===== config.mk =====
export PLATFORM = sky130hd
export DESIGN_NAME = opb_register_ppc2simulink_sync_flat
export DESIGN_NICKNAME = d
export VERILOG_FILES = /design/src/rtl/opb_register_ppc2simulink_sync_pkg.sv /design/src/rtl/opb_register_ppc2simulink_sync_if.sv /design/src/rtl/opb_register_ppc2simulink_sync_opb_slave.sv /design/src/rtl/opb_register_ppc2simulink_sync.sv /design/src/flat_wrapper.sv
export SDC_FILE = /design/constraint.sdc
export NUM_CORES = 1
export LEC_CHECK = 0
export ABC_AREA = 0
export CORE_AREA = 3 3 117 119
export CTS_BUF_LIST = sky130_fd_sc_hd__clkbuf_4 sky130_fd_sc_hd__clkbuf_8 sky130_fd_sc_hd__clkbuf_16
export DETAILED_ROUTE_END_ITERATION = 7
export DIE_AREA = 0 0 120 122
export PLACE_DENSITY_LB_ADDON = 0.08
export SYNTH_ARGS = -nofsm -noshare
export SYNTH_HDL_FRONTEND = slang
export SYNTH_HIERARCHICAL = 1
export SYNTH_SLANG_ARGS = --single-unit

===== constraint.sdc =====
create_clock -name OPB_Clk -period 3.05 [get_ports OPB_Clk]
set_clock_uncertainty 0.15 [all_clocks]
set_input_delay 0.305 -clock OPB_Clk [delete_from_list [all_inputs] [get_ports OPB_Clk]]
set_output_delay 0.305 -clock OPB_Clk [all_outputs]
set_load 0.05 [all_outputs]

===== src/rtl/opb_register_ppc2simulink_sync_pkg.sv =====
// Shared definitions for the PPC-to-user software register.
// Provides the register word offsets, the slave FSM state type and a
// byte-lane merge helper for big-endian [0:31] OPB buses.
package opb_register_ppc2simulink_sync_pkg;

  localparam logic [31:0] OFFS_DATA   = 32'h0000_0000;
  localparam logic [31:0] OFFS_STATUS = 32'h0000_0004;

  typedef enum logic [0:0] {
    StIdle,
    StAck
  } state_e;

  // BE[i] selects byte lane bus[8*i +: 8]; lane 0 is the most significant byte.
  function automatic logic [0:31] be_merge(input logic [0:31] old_word,
                                           input logic [0:31] new_word,
                                           input logic [0:3]  be);
    logic [0:31] res;
    res = old_word;
    for (int i = 0; i < 4; i++) begin
      if (be[i]) res[8*i +: 8] = new_word[8*i +: 8];
    end
    return res;
  endfunction

endpackage


===== src/rtl/opb_register_ppc2simulink_sync_if.sv =====
// OPB slave-side bus bundle.
//   master modport: drives OPB_* request signals, receives Sl_* responses.
//   slave modport:  receives OPB_* request signals, drives Sl_* responses.
// Buses use OPB big-endian numbering: bit 0 is the MSB.
interface opb_register_ppc2simulink_sync_if;

  logic [0:31] OPB_ABus;
  logic [0:3]  OPB_BE;
  logic [0:31] OPB_DBus;
  logic        OPB_RNW;
  logic        OPB_select;
  logic        OPB_seqAddr;
  logic [0:31] Sl_DBus;
  logic        Sl_xferAck;
  logic        Sl_errAck;
  logic        Sl_retry;
  logic        Sl_toutSup;

  modport master (
    output OPB_ABus, OPB_BE, OPB_DBus, OPB_RNW, OPB_select, OPB_seqAddr,
    input  Sl_DBus, Sl_xferAck, Sl_errAck, Sl_retry, Sl_toutSup
  );

  modport slave (
    input  OPB_ABus, OPB_BE, OPB_DBus, OPB_RNW, OPB_select, OPB_seqAddr,
    output Sl_DBus, Sl_xferAck, Sl_errAck, Sl_retry, Sl_toutSup
  );

endinterface


===== src/rtl/opb_register_ppc2simulink_sync_opb_slave.sv =====
// OPB slave front end: address decode, IDLE/ACK handshake FSM and read-data gating.
// Ports:
//   OPB_Clk, OPB_Rst   clock, async active-high reset
//   bus                OPB slave modport
//   rd_data            read data for the offset currently being acked
//   acc_valid          high during the ACK cycle of an accepted access
//   acc_offs           word offset of the accepted access (low 2 bits zero)
//   acc_rnw/be/data    captured direction, byte enables and write data
module opb_register_ppc2simulink_sync_opb_slave
  import opb_register_ppc2simulink_sync_pkg::*;
#(
  parameter logic [31:0] C_BASEADDR = 32'h0100_0400,
  parameter logic [31:0] C_HIGHADDR = 32'h0100_04FF
) (
  input  logic                                  OPB_Clk,
  input  logic                                  OPB_Rst,
  opb_register_ppc2simulink_sync_if.slave       bus,
  input  logic [0:31]                           rd_data,
  output logic                                  acc_valid,
  output logic [31:0]                           acc_offs,
  output logic                                  acc_rnw,
  output logic [0:3]                            acc_be,
  output logic [0:31]                           acc_data
);

  state_e      state_q;
  logic [31:0] addr;
  logic [31:0] offs;
  logic        hit;
  logic [2:0]  unused_bits;

  assign addr = bus.OPB_ABus;
  assign offs = addr - C_BASEADDR;
  assign hit  = bus.OPB_select && (addr >= C_BASEADDR) && (addr <= C_HIGHADDR);
  assign unused_bits = {offs[1:0], bus.OPB_seqAddr};

  // New requests are only taken in StIdle, so a held select acks every other cycle.
  always_ff @(posedge OPB_Clk or posedge OPB_Rst) begin
    if (OPB_Rst) begin
      state_q  <= StIdle;
      acc_offs <= '0;
      acc_rnw  <= 1'b0;
      acc_be   <= '0;
      acc_data <= '0;
    end else begin
      unique case (state_q)
        StIdle: begin
          if (hit) begin
            state_q  <= StAck;
            acc_offs <= {offs[31:2], 2'b00};
            acc_rnw  <= bus.OPB_RNW;
            acc_be   <= bus.OPB_BE;
            acc_data <= bus.OPB_DBus;
          end
        end
        StAck:   state_q <= StIdle;
        default: state_q <= StIdle;
      endcase
    end
  end

  assign acc_valid      = (state_q == StAck);
  assign bus.Sl_xferAck = acc_valid;
  assign bus.Sl_DBus    = acc_valid ? rd_data : '0;
  assign bus.Sl_errAck  = 1'b0;
  assign bus.Sl_retry   = 1'b0;
  assign bus.Sl_toutSup = 1'b0;

endmodule


===== src/rtl/opb_register_ppc2simulink_sync.sv =====
// PPC-written software register driven into user fabric logic.
// PPC writes land in a byte-maskable shadow; the shadow is committed to
// user_data_out with a one-cycle user_data_valid strobe whenever user_hold is low.
// Ports:
//   OPB_Clk, OPB_Rst   clock, async active-high reset
//   bus                OPB slave modport (DATA at +0x0, STATUS at +0x4)
//   user_data_out      committed value, [31] = OPB bit 0
//   user_data_valid    one-cycle pulse per commit
//   user_hold          defers commit while high
module opb_register_ppc2simulink_sync
  import opb_register_ppc2simulink_sync_pkg::*;
#(
  parameter logic [31:0] C_BASEADDR    = 32'h0100_0400,
  parameter logic [31:0] C_HIGHADDR    = 32'h0100_04FF,
  parameter int unsigned C_OPB_AWIDTH  = 32,
  parameter int unsigned C_OPB_DWIDTH  = 32,
  parameter              C_FAMILY      = "virtex6",
  parameter logic [31:0] C_RESET_VALUE = 32'h0000_0000
) (
  input  logic                            OPB_Clk,
  input  logic                            OPB_Rst,
  opb_register_ppc2simulink_sync_if.slave bus,
  output logic [31:0]                     user_data_out,
  output logic                            user_data_valid,
  input  logic                            user_hold
);

  localparam bit ParamsOk = (C_OPB_AWIDTH == 32) && (C_OPB_DWIDTH == 32) &&
                            ($bits(C_FAMILY) > 0);

  if (!ParamsOk) begin : g_param_check
    $error("only 32-bit OPB address and data widths are supported");
  end

  logic        acc_valid;
  logic [31:0] acc_offs;
  logic        acc_rnw;
  logic [0:3]  acc_be;
  logic [0:31] acc_data;
  logic [0:31] rd_data;
  logic [0:31] shadow_q;
  logic        pending_q;
  logic        data_wr;

  opb_register_ppc2simulink_sync_opb_slave #(
    .C_BASEADDR (C_BASEADDR),
    .C_HIGHADDR (C_HIGHADDR)
  ) u_opb_slave (
    .OPB_Clk   (OPB_Clk),
    .OPB_Rst   (OPB_Rst),
    .bus       (bus),
    .rd_data   (rd_data),
    .acc_valid (acc_valid),
    .acc_offs  (acc_offs),
    .acc_rnw   (acc_rnw),
    .acc_be    (acc_be),
    .acc_data  (acc_data)
  );

  assign data_wr = acc_valid && !acc_rnw && (acc_offs == OFFS_DATA);

  always_comb begin
    rd_data = '0;
    if (acc_offs == OFFS_DATA) begin
      rd_data = shadow_q;
    end else if (acc_offs == OFFS_STATUS) begin
      rd_data = {30'b0, user_hold, pending_q};
    end
  end

  // A DATA write in its ACK cycle takes priority; the commit retries next cycle
  // with the merged shadow, so only the latest value ever reaches user logic.
  always_ff @(posedge OPB_Clk or posedge OPB_Rst) begin
    if (OPB_Rst) begin
      shadow_q        <= C_RESET_VALUE;
      user_data_out   <= C_RESET_VALUE;
      user_data_valid <= 1'b0;
      pending_q       <= 1'b0;
    end else begin
      user_data_valid <= 1'b0;
      if (data_wr) begin
        shadow_q  <= be_merge(shadow_q, acc_data, acc_be);
        pending_q <= 1'b1;
      end else if (pending_q && !user_hold) begin
        user_data_out   <= shadow_q;
        user_data_valid <= 1'b1;
        pending_q       <= 1'b0;
      end
    end
  end

endmodule


===== src/flat_wrapper.sv =====
// flat-port wrapper written by rule: the top's interface ports become plain ports
module opb_register_ppc2simulink_sync_flat import opb_register_ppc2simulink_sync_pkg::*;
#(
  parameter logic [31:0] C_BASEADDR    = 32'h0100_0400,
  parameter logic [31:0] C_HIGHADDR    = 32'h0100_04FF,
  parameter int unsigned C_OPB_AWIDTH  = 32,
  parameter int unsigned C_OPB_DWIDTH  = 32,
  parameter              C_FAMILY      = "       ",
  parameter logic [31:0] C_RESET_VALUE = 32'h0000_0000
)
  (OPB_Clk, OPB_Rst, user_data_out, user_data_valid, user_hold, bus_OPB_ABus, bus_OPB_BE, bus_OPB_DBus, bus_OPB_RNW, bus_OPB_select, bus_OPB_seqAddr, bus_Sl_DBus, bus_Sl_xferAck, bus_Sl_errAck, bus_Sl_retry, bus_Sl_toutSup);
  opb_register_ppc2simulink_sync_if bus_i ();
  input  logic OPB_Clk;
  input  logic OPB_Rst;
  output logic [31:0] user_data_out;
  output logic user_data_valid;
  input  logic user_hold;
  input wire logic [$bits(bus_i.OPB_ABus)-1:0] bus_OPB_ABus;
  input wire logic [$bits(bus_i.OPB_BE)-1:0] bus_OPB_BE;
  input wire logic [$bits(bus_i.OPB_DBus)-1:0] bus_OPB_DBus;
  input wire logic [$bits(bus_i.OPB_RNW)-1:0] bus_OPB_RNW;
  input wire logic [$bits(bus_i.OPB_select)-1:0] bus_OPB_select;
  input wire logic [$bits(bus_i.OPB_seqAddr)-1:0] bus_OPB_seqAddr;
  output wire logic [$bits(bus_i.Sl_DBus)-1:0] bus_Sl_DBus;
  output wire logic [$bits(bus_i.Sl_xferAck)-1:0] bus_Sl_xferAck;
  output wire logic [$bits(bus_i.Sl_errAck)-1:0] bus_Sl_errAck;
  output wire logic [$bits(bus_i.Sl_retry)-1:0] bus_Sl_retry;
  output wire logic [$bits(bus_i.Sl_toutSup)-1:0] bus_Sl_toutSup;
  assign bus_i.OPB_ABus = bus_OPB_ABus;
  assign bus_i.OPB_BE = bus_OPB_BE;
  assign bus_i.OPB_DBus = bus_OPB_DBus;
  assign bus_i.OPB_RNW = bus_OPB_RNW;
  assign bus_i.OPB_select = bus_OPB_select;
  assign bus_i.OPB_seqAddr = bus_OPB_seqAddr;
  assign bus_Sl_DBus = bus_i.Sl_DBus;
  assign bus_Sl_xferAck = bus_i.Sl_xferAck;
  assign bus_Sl_errAck = bus_i.Sl_errAck;
  assign bus_Sl_retry = bus_i.Sl_retry;
  assign bus_Sl_toutSup = bus_i.Sl_toutSup;
  opb_register_ppc2simulink_sync #(.C_BASEADDR(C_BASEADDR), .C_HIGHADDR(C_HIGHADDR), .C_OPB_AWIDTH(C_OPB_AWIDTH), .C_OPB_DWIDTH(C_OPB_DWIDTH), .C_FAMILY(C_FAMILY), .C_RESET_VALUE(C_RESET_VALUE)) u_core (.OPB_Clk(OPB_Clk), .OPB_Rst(OPB_Rst), .bus(bus_i), .user_data_out(user_data_out), .user_data_valid(user_data_valid), .user_hold(user_hold));
endmodule

==> results of run 1 <==
## cell families after synthesis
family	after synthesis	share of synthesized area
xor+xnor	2	0.00270
mux	101	0.171
flops	134	0.517
other cells	1	0.000578
compound gates	68	0.0751
buf+inv	71	0.0615
fa+ha+maj	2	0.00386
simple gates	172	0.168
## final timing paths
path | startpoint | end | slack (ns)
min in group OPB_Clk | u_core/u_opb_slave/acc_data[19]$_DFFE_PP0P_ | u_core/u_opb_slave/acc_data[19]$_DFFE_PP0P_ | 0.34
worst min-delay path | OPB_Rst | u_core/shadow_q[24]$_DFFE_PP0P_ | 0.13
worst max register to register | u_core/u_opb_slave/acc_valid$_DFF_PP0_ | u_core/u_opb_slave/acc_be[2]$_DFFE_PP0P_ | 0.64
worst min register to register | u_core/u_opb_slave/acc_data[19]$_DFFE_PP0P_ | u_core/u_opb_slave/acc_data[19]$_DFFE_PP0P_ | 0.34
max in group asynchronous | OPB_Rst | u_core/shadow_q[2]$_DFFE_PP0P_ | 1.91
worst max-delay path | u_core/u_opb_slave/acc_offs[15]$_DFFE_PP0P_ | bus_Sl_DBus[31] | 0.17
## power by group
part / total [mW] / internal, mW / leakage [nW] / switching (mW)
logic: 0.177 / 0.0973 / 1.99 / 0.0800
clock network: 1.89 / 1.21 / 0.278 / 0.677
registers: 1.78 / 1.78 / 1.76 / 0.00000528
total: 3.85 / 3.09 / 4.03 / 0.757
## cell type report
| type | instances | area [sq um] | share of cell area |
|---|---|---|---|
| clock buffers | 26 | 505 | 0.0567 |
| well taps | 172 | 215 | 0.0242 |
| inverters | 26 | 97.6 | 0.0110 |
| repair buffers | 160 | 1910 | 0.214 |
| clock inverters | 4 | 47.5 | 0.00534 |
| multi-input cells | 350 | 2780 | 0.312 |
| flip-flops and latches | 134 | 3350 | 0.377 |
## metrics by stage
stage | hold WS (ns) | cell area [sq um]
floorplan | 0.271 | 6500
global placement | 0.323 | 8320
detailed placement | 0.323 | 8320
CTS | 0.130 | 8880
global route | 0.170 | 8910
finish | 0.132 | 8910
## layer usage
| layer | up-vias | GRT usage |
|---|---|---|
| met2 | 131 | 0.387 |
| met1 | 2356 | 0.283 |
| met3 | 13 | 0.0511 |
| li1 | 2217 | - |
| met4 | 0 | 0.0680 |
| met5 | - | 0 |
## placed cells by master (no fill, tap or decap), drive strengths merged, types with 3 or more instances in the layout
cell type	count
dfrtp	134
and3	22
buf	54
clkbuf	26
conb	5
nor4	12
inv	26
a32oi	32
nand4	4
nand2	34
nor4b	3
nand3	6
nor3b	14
mux2i	23
nor2	5
nor3	4
o21ai	33
and2	62
clkdlybuf4s50	106
mux2	78
## worst max-delay path: cells and delay by family, from the launching register on
kind | cells | cell delay, ns
simple gates | 5 | 1.18
buf+inv | 2 | 0.43
flops | 1 | 0.40
## registers in the layout (all words and copies together), names as in the netlist
register and count:
u_core/pending_q 1, u_core/u_opb_slave/acc_valid 1, u_core/user_data_out 32, u_core/u_opb_slave/acc_rnw 1
u_core/shadow_q 32, u_core/user_data_valid 1, u_core/u_opb_slave/acc_data 32, u_core/u_opb_slave/acc_be 4
u_core/u_opb_slave/acc_offs 30
## synth_stat cells (all sizes together) (2+ instances only)
cell type	number
inv	26
nor2	5
nand4	4
buf	25
and3	22
mux2i	23
xnor2	2
nor4	12
clkbuf	20
mux2	78
nand2b	2
dfrtp	134
nand2	34
ha	2
nor3b	14
nor4b	3
o21ai	33
nand3	6
and2	62
and4	2
a32oi	32
nor3	4
## timing repair
action	in CTS	in global routing
pin swaps	0	1
setup buffers	0	1
gates resized for setup	1	3
endpoints found under the setup margin	13	30
==> results by group, run 1 <==
Outcome
  – Outcome: finished, final reports clean

Route
  – Met3 WL: 736 um
  – Vias: around 4700
  – Vias per cell: 5.41
  – Wire length on met1: about 6400 um
  – Initial DRC count: 355
  – Routed length per placed instance: 17.9 um
  – Final ANT Viol Nets: 0
  – Top Layer Used: met4
  – Metal2 WL: between 8000 and 9000 um
  – First-pass iteration count of the detailed router: 4
  – Drt drc: 0
  – Routed WL: 15600 um

Cells and area
  – Nets: approximately 770
  – Fillers: 953
  – Post-Layout Cell Count: around 870
  – Area grow syn2layout: 37.4%
  – Util after Layout: 0.703
  – Antenna diodes: 0
  – Layout cell share with drive strength beyond 1: 0.254

Critical path
  – Max Fanout on Critical Path: 30
  – Crit Path Class: reg2out
  – Max incr delay on CP: 0.40 ns
  – R2R depth: 5
  – Arrival time at the worst endpoint: 2.43 ns
  – Slowest CP cell: dfrtp_1
  – CP cell instances: nor4_4 -> nand4_1 -> nor3_2 -> buf_6 -> and2_1 -> and2_1 -> buf_12
  – Req. time, crit path: 2.59 ns
  – Startpoint types: flip-flop
  – Most used cell along the critical path: and2_1
  – Setup crit end kind: output port

Yosys
  – Mapped cell area: between 6000 and 7000 sq um
  – Synth unique cells: 37
  – Post-synth EDFFs: 0
  – Ranking of synthesized cells by area: dfrtp_1 (52%), mux2_2 (13%), and2_1 (6.0%)
  – Synth Warn #: 6
  – Ys flop type: dfrtp_1
  – Area leader, netlist: dfrtp_1
  – Sequential share of the synthesized area: 0.517
  – Mean area per synthesized cell: 11.8 sq um
  – Cell count after synthesis: 551
  – Synth Register Bits: 134
  – Yosys top cell area share: 0.517
  – Synth async-reset ratio: 1.00

Placement
  – Worst slack at placement: 0.122 ns
  – Port bufs: between 100 and 150
  – DP Wirelength: ~11000 um
  – Dpl cells: 841
  – Placer Congestion: approximately 0.77

Die
  – Die H: 122 um
  – IO Pins: 143
  – Die footprint: roughly 15000 sq um
  – Site Rows: 41
  – Die span in x: roughly 120 um
  – Core Region: roughly 13000 sq um
  – Initial Utilization: 0.512

Power
  – Peak supply drop: just over 0.0004 V
  – Tot Pwr: roughly 3.8 mW
  – Pwr Density: 432 nW/um^2
  – Leak Pwr: 4.03 nW

Timing
  – Final WS setup: ~0.17 ns
  – Total Neg Setup Slack: 0 ns
  – Unrepaired setup endpoints after global routing: false
  – Fmax: 347 MHz
  – Final Hold Violating Endpoints: 0
  – Rel. slew slack: 0.555
  – Min Tclk post-route: 2.88 ns
  – Fin. max-slew vios: 0
  – Final setup viols: 0
  – Final period utilization: 0.945
  – Worst Max-Slew Pin Slew: ~0.67 ns

Job
  – Maxcap violations: 0

Clock network
  – CTS HTree Levels: 4
  – CTS tree: done
  – Worst skew pair latency: 0.41 ns
  – Post-CTS Hold Buffers: 0
  – CTS sink cnt: between 100 and 150
  – Inserted Clock Buffers: 17
  – Clock root cell: clkbuf_16
  – Clock buffer depth: 2
  – CTS clk-pin slew, worst paths: 0.05 ns

Global route
  – GR Overflow Total: 0
  – Tot GR Track Use: 0.224
  – Initial antenna violation count: 0
  – Vias in the first global route: approximately 4900
  – First-pass GRT wire length: between 20000 and 30000 um
  – Largest net degree at the start of global routing: 57

Worst hold path
  – Worst hold-check path type: in2async
Power figures use the tool's default switching activity.
==> run 2, diff against run 1 <==
- CORE_AREA: 3 3 117 119 -> 2 2 116 118
- DIE_AREA: 0 0 120 122 -> 0 0 118 120
==> run 2 against run 1 <==
  * Die area fell by 3.3%
  * Combinational power barely moved
  * Core utilization fell by 1.3 points
  * Final cell count rose by 0.57%
  * Global-route usage rose by 0.78 points
  * Non-clock buffer count fell by 1
  * Routed wire length fell by 1.1%
  * Critical path depth did not move
==> results by group, run 2 (synthesized netlist as in run 1, its figures left out) <==
Outcome
  – Outcome: finished, final reports clean

Clock network
  – CTS tree: done
  – CTS HTree Levels: 4
  – Post-CTS Hold Buffers: 0
  – Inserted Clock Buffers: 17
  – CTS clk-pin slew, worst paths: around 0.05 ns
  – CTS sink cnt: 134
  – Worst skew pair latency: 0.42 ns
  – Clock root cell: clkbuf_16
  – Clock buffer depth: 2

Timing
  – Final setup viols: 0
  – Unrepaired setup endpoints after global routing: false
  – Final period utilization: 0.936
  – Rel. slew slack: 0.431
  – Total Neg Setup Slack: 0 ns
  – Fin. max-slew vios: 0
  – Fmax: 350 MHz
  – Worst Max-Slew Pin Slew: 0.852 ns
  – Final Hold Violating Endpoints: 0
  – Final WS setup: 0.194 ns
  – Min Tclk post-route: 2.86 ns

Cells and area
  – Register area: 3350 sq um
  – Nets: 764
  – Commonest non-fill, non-tap cell in the layout: dfrtp_1
  – Antenna diodes: 0
  – Area grow syn2layout: 38.1%
  – Fillers: 995
  – Post-Layout Inst Area: 8960 sq um
  – Layout cell share with drive strength beyond 1: 0.254
  – Multi-input gate area: 2760 sq um
  – Commonest cells after routing, fill and taps aside: dfrtp_1 (134), clkdlybuf4s50_1 (105), mux2_2 (74)
  – Biggest regs: u_core/shadow_q (32), u_core/u_opb_slave/acc_data (32), u_core/user_data_out (32)

Placement
  – Post-DP Area: 8300 sq um
  – Port bufs: 138
  – DP Wirelength: around 10000 um
  – Worst slack at placement: around 0.13 ns
  – Placer Congestion: 0.769

Route
  – Vias: around 4800
  – First-pass iteration count of the detailed router: 5
  – Routed WL: 15500 um
  – Vias per cell: 5.46
  – Routed length per placed instance: 17.6 um
  – Initial DRC count: 274
  – Drt drc: 0
  – Final ANT Viol Nets: 0

Global route
  – Initial antenna violation count: 0
  – Largest net degree at the start of global routing: 57
  – GR Overflow Total: 0
  – Tot GR Track Use: 0.232
  – First-pass GRT wire length: around 26000 um
  – Vias in the first global route: 4991

Critical path
  – R2r startpoint: u_core/u_opb_slave/acc_valid$_DFF_PP0_
  – R2R depth: 5
  – Worst setup startpoint: u_core/u_opb_slave/acc_offs[10]$_DFFE_PP0P_
  – Req. time, crit path: ~2.6 ns
  – Flop2flop setup slack: 0.62 ns
  – Critical R2R Capture: u_core/u_opb_slave/acc_be[0]$_DFFE_PP0P_
  – Crit Path Class: reg2out
  – Arrival time at the worst endpoint: around 2.4 ns
  – Setup crit end kind: output port
  – End of the critical path: bus_Sl_DBus[31]
  – Startpoint types: flip-flop
  – Max Fanout on Critical Path: 30

Die
  – Site Rows: 42
  – Core Region: between 10000 and 15000 sq um
  – Die H: roughly 120 um
  – Initial Utilization: 0.500
  – IO Pins: 143
  – Die span in x: 118 um
  – Die footprint: 14200 sq um

Power
  – Leak Pwr: 4.04 nW
  – Sw frac: 0.196
  – Int Power: between 3 and 4 mW
  – Clock power frac: 0.527
  – Peak supply drop: 0.000337 V
  – Switch Pwr: 0.810 mW
  – Pwr Density: 462 nW/um^2
  – Comb pwr share: 0.043
  – Seq pwr share: 0.430

Job
  – Maxcap violations: 0

Worst hold path
  – Worst hold-check path type: in2async
==> run 2: worst min path at each step <==
stage	startpoint	end	slack, ns	cells after the start
floorplan	user_hold	u_core/pending_q$_DFFE_PP0P_	0.27	1
global placement	u_core/u_opb_slave/acc_data[18]$_DFFE_PP0P_	u_core/u_opb_slave/acc_data[18]$_DFFE_PP0P_	0.31	1
detailed placement	u_core/u_opb_slave/acc_data[16]$_DFFE_PP0P_	u_core/u_opb_slave/acc_data[16]$_DFFE_PP0P_	0.33	1
CTS	OPB_Rst	u_core/u_opb_slave/acc_data[29]$_DFFE_PP0P_	0.23	2
global route	OPB_Rst	u_core/u_opb_slave/acc_data[29]$_DFFE_PP0P_	0.31	2
finish	OPB_Rst	u_core/u_opb_slave/acc_data[29]$_DFFE_PP0P_	0.23	2
==> run 2: through the flow <==
stage          hold slack, ns  instances   util  power, mW
6_report                0.232        877  0.690       4.14
3_3_place_gp            0.314        843  0.639       1.99
2_1_floorplan           0.271        555      -       1.87
5_1_grt                 0.307        877  0.690       4.27
4_1_cts                 0.235        875  0.688       4.17
3_5_place_dp            0.330        843  0.639       1.99
==> run 2: cell type report <==
| class | count | area share |
|---|---|---|
| Timing Repair Buffer | 159 | 0.211 |
| Sequential cell | 134 | 0.374 |
| Multi-Input combinational cell | 350 | 0.309 |
| Tap cell | 176 | 0.0246 |
| Clock buffer | 23 | 0.0546 |
| Clock inverter | 9 | 0.0165 |
| Inverter | 26 | 0.0109 |
==> run 2: power by group through the flow <==
stage	Clock, mW	Combinational (mW)	Sequential (mW)
floorplan	0	0.0553	1.81
global placement	0	0.176	1.81
detailed placement	0	0.179	1.81
CTS	2.21	0.180	1.78
global route	2.30	0.193	1.78
finish	2.18	0.177	1.78
==> run 2: per-layer routing <==
metal / share of wire / wire (um) / global-route usage
met1: 0.42 / 6440 / 0.287
met5: 0 / 0 / 0
met3: 0.044 / 681 / 0.0461
met2: 0.52 / 8100 / 0.406
met4: 0.015 / 234 / 0.0813
==> run 2: repair_timing <==
item | CTS | global route
setup buffers | 0 | 2
endpoints found under the setup margin | 0 | 30
hold endpoints to repair | 0 | 0
resized for setup | 0 | 2
==> run 2: critical path: stages (launching register included) <==
cell and delay, ns:
dfrtp_1 0.39, nor4_2 0.37, nand4_1 0.22, nor3_2 0.23
buf_6 0.26, and2_1 0.16, and2_1 0.20, buf_12 0.16
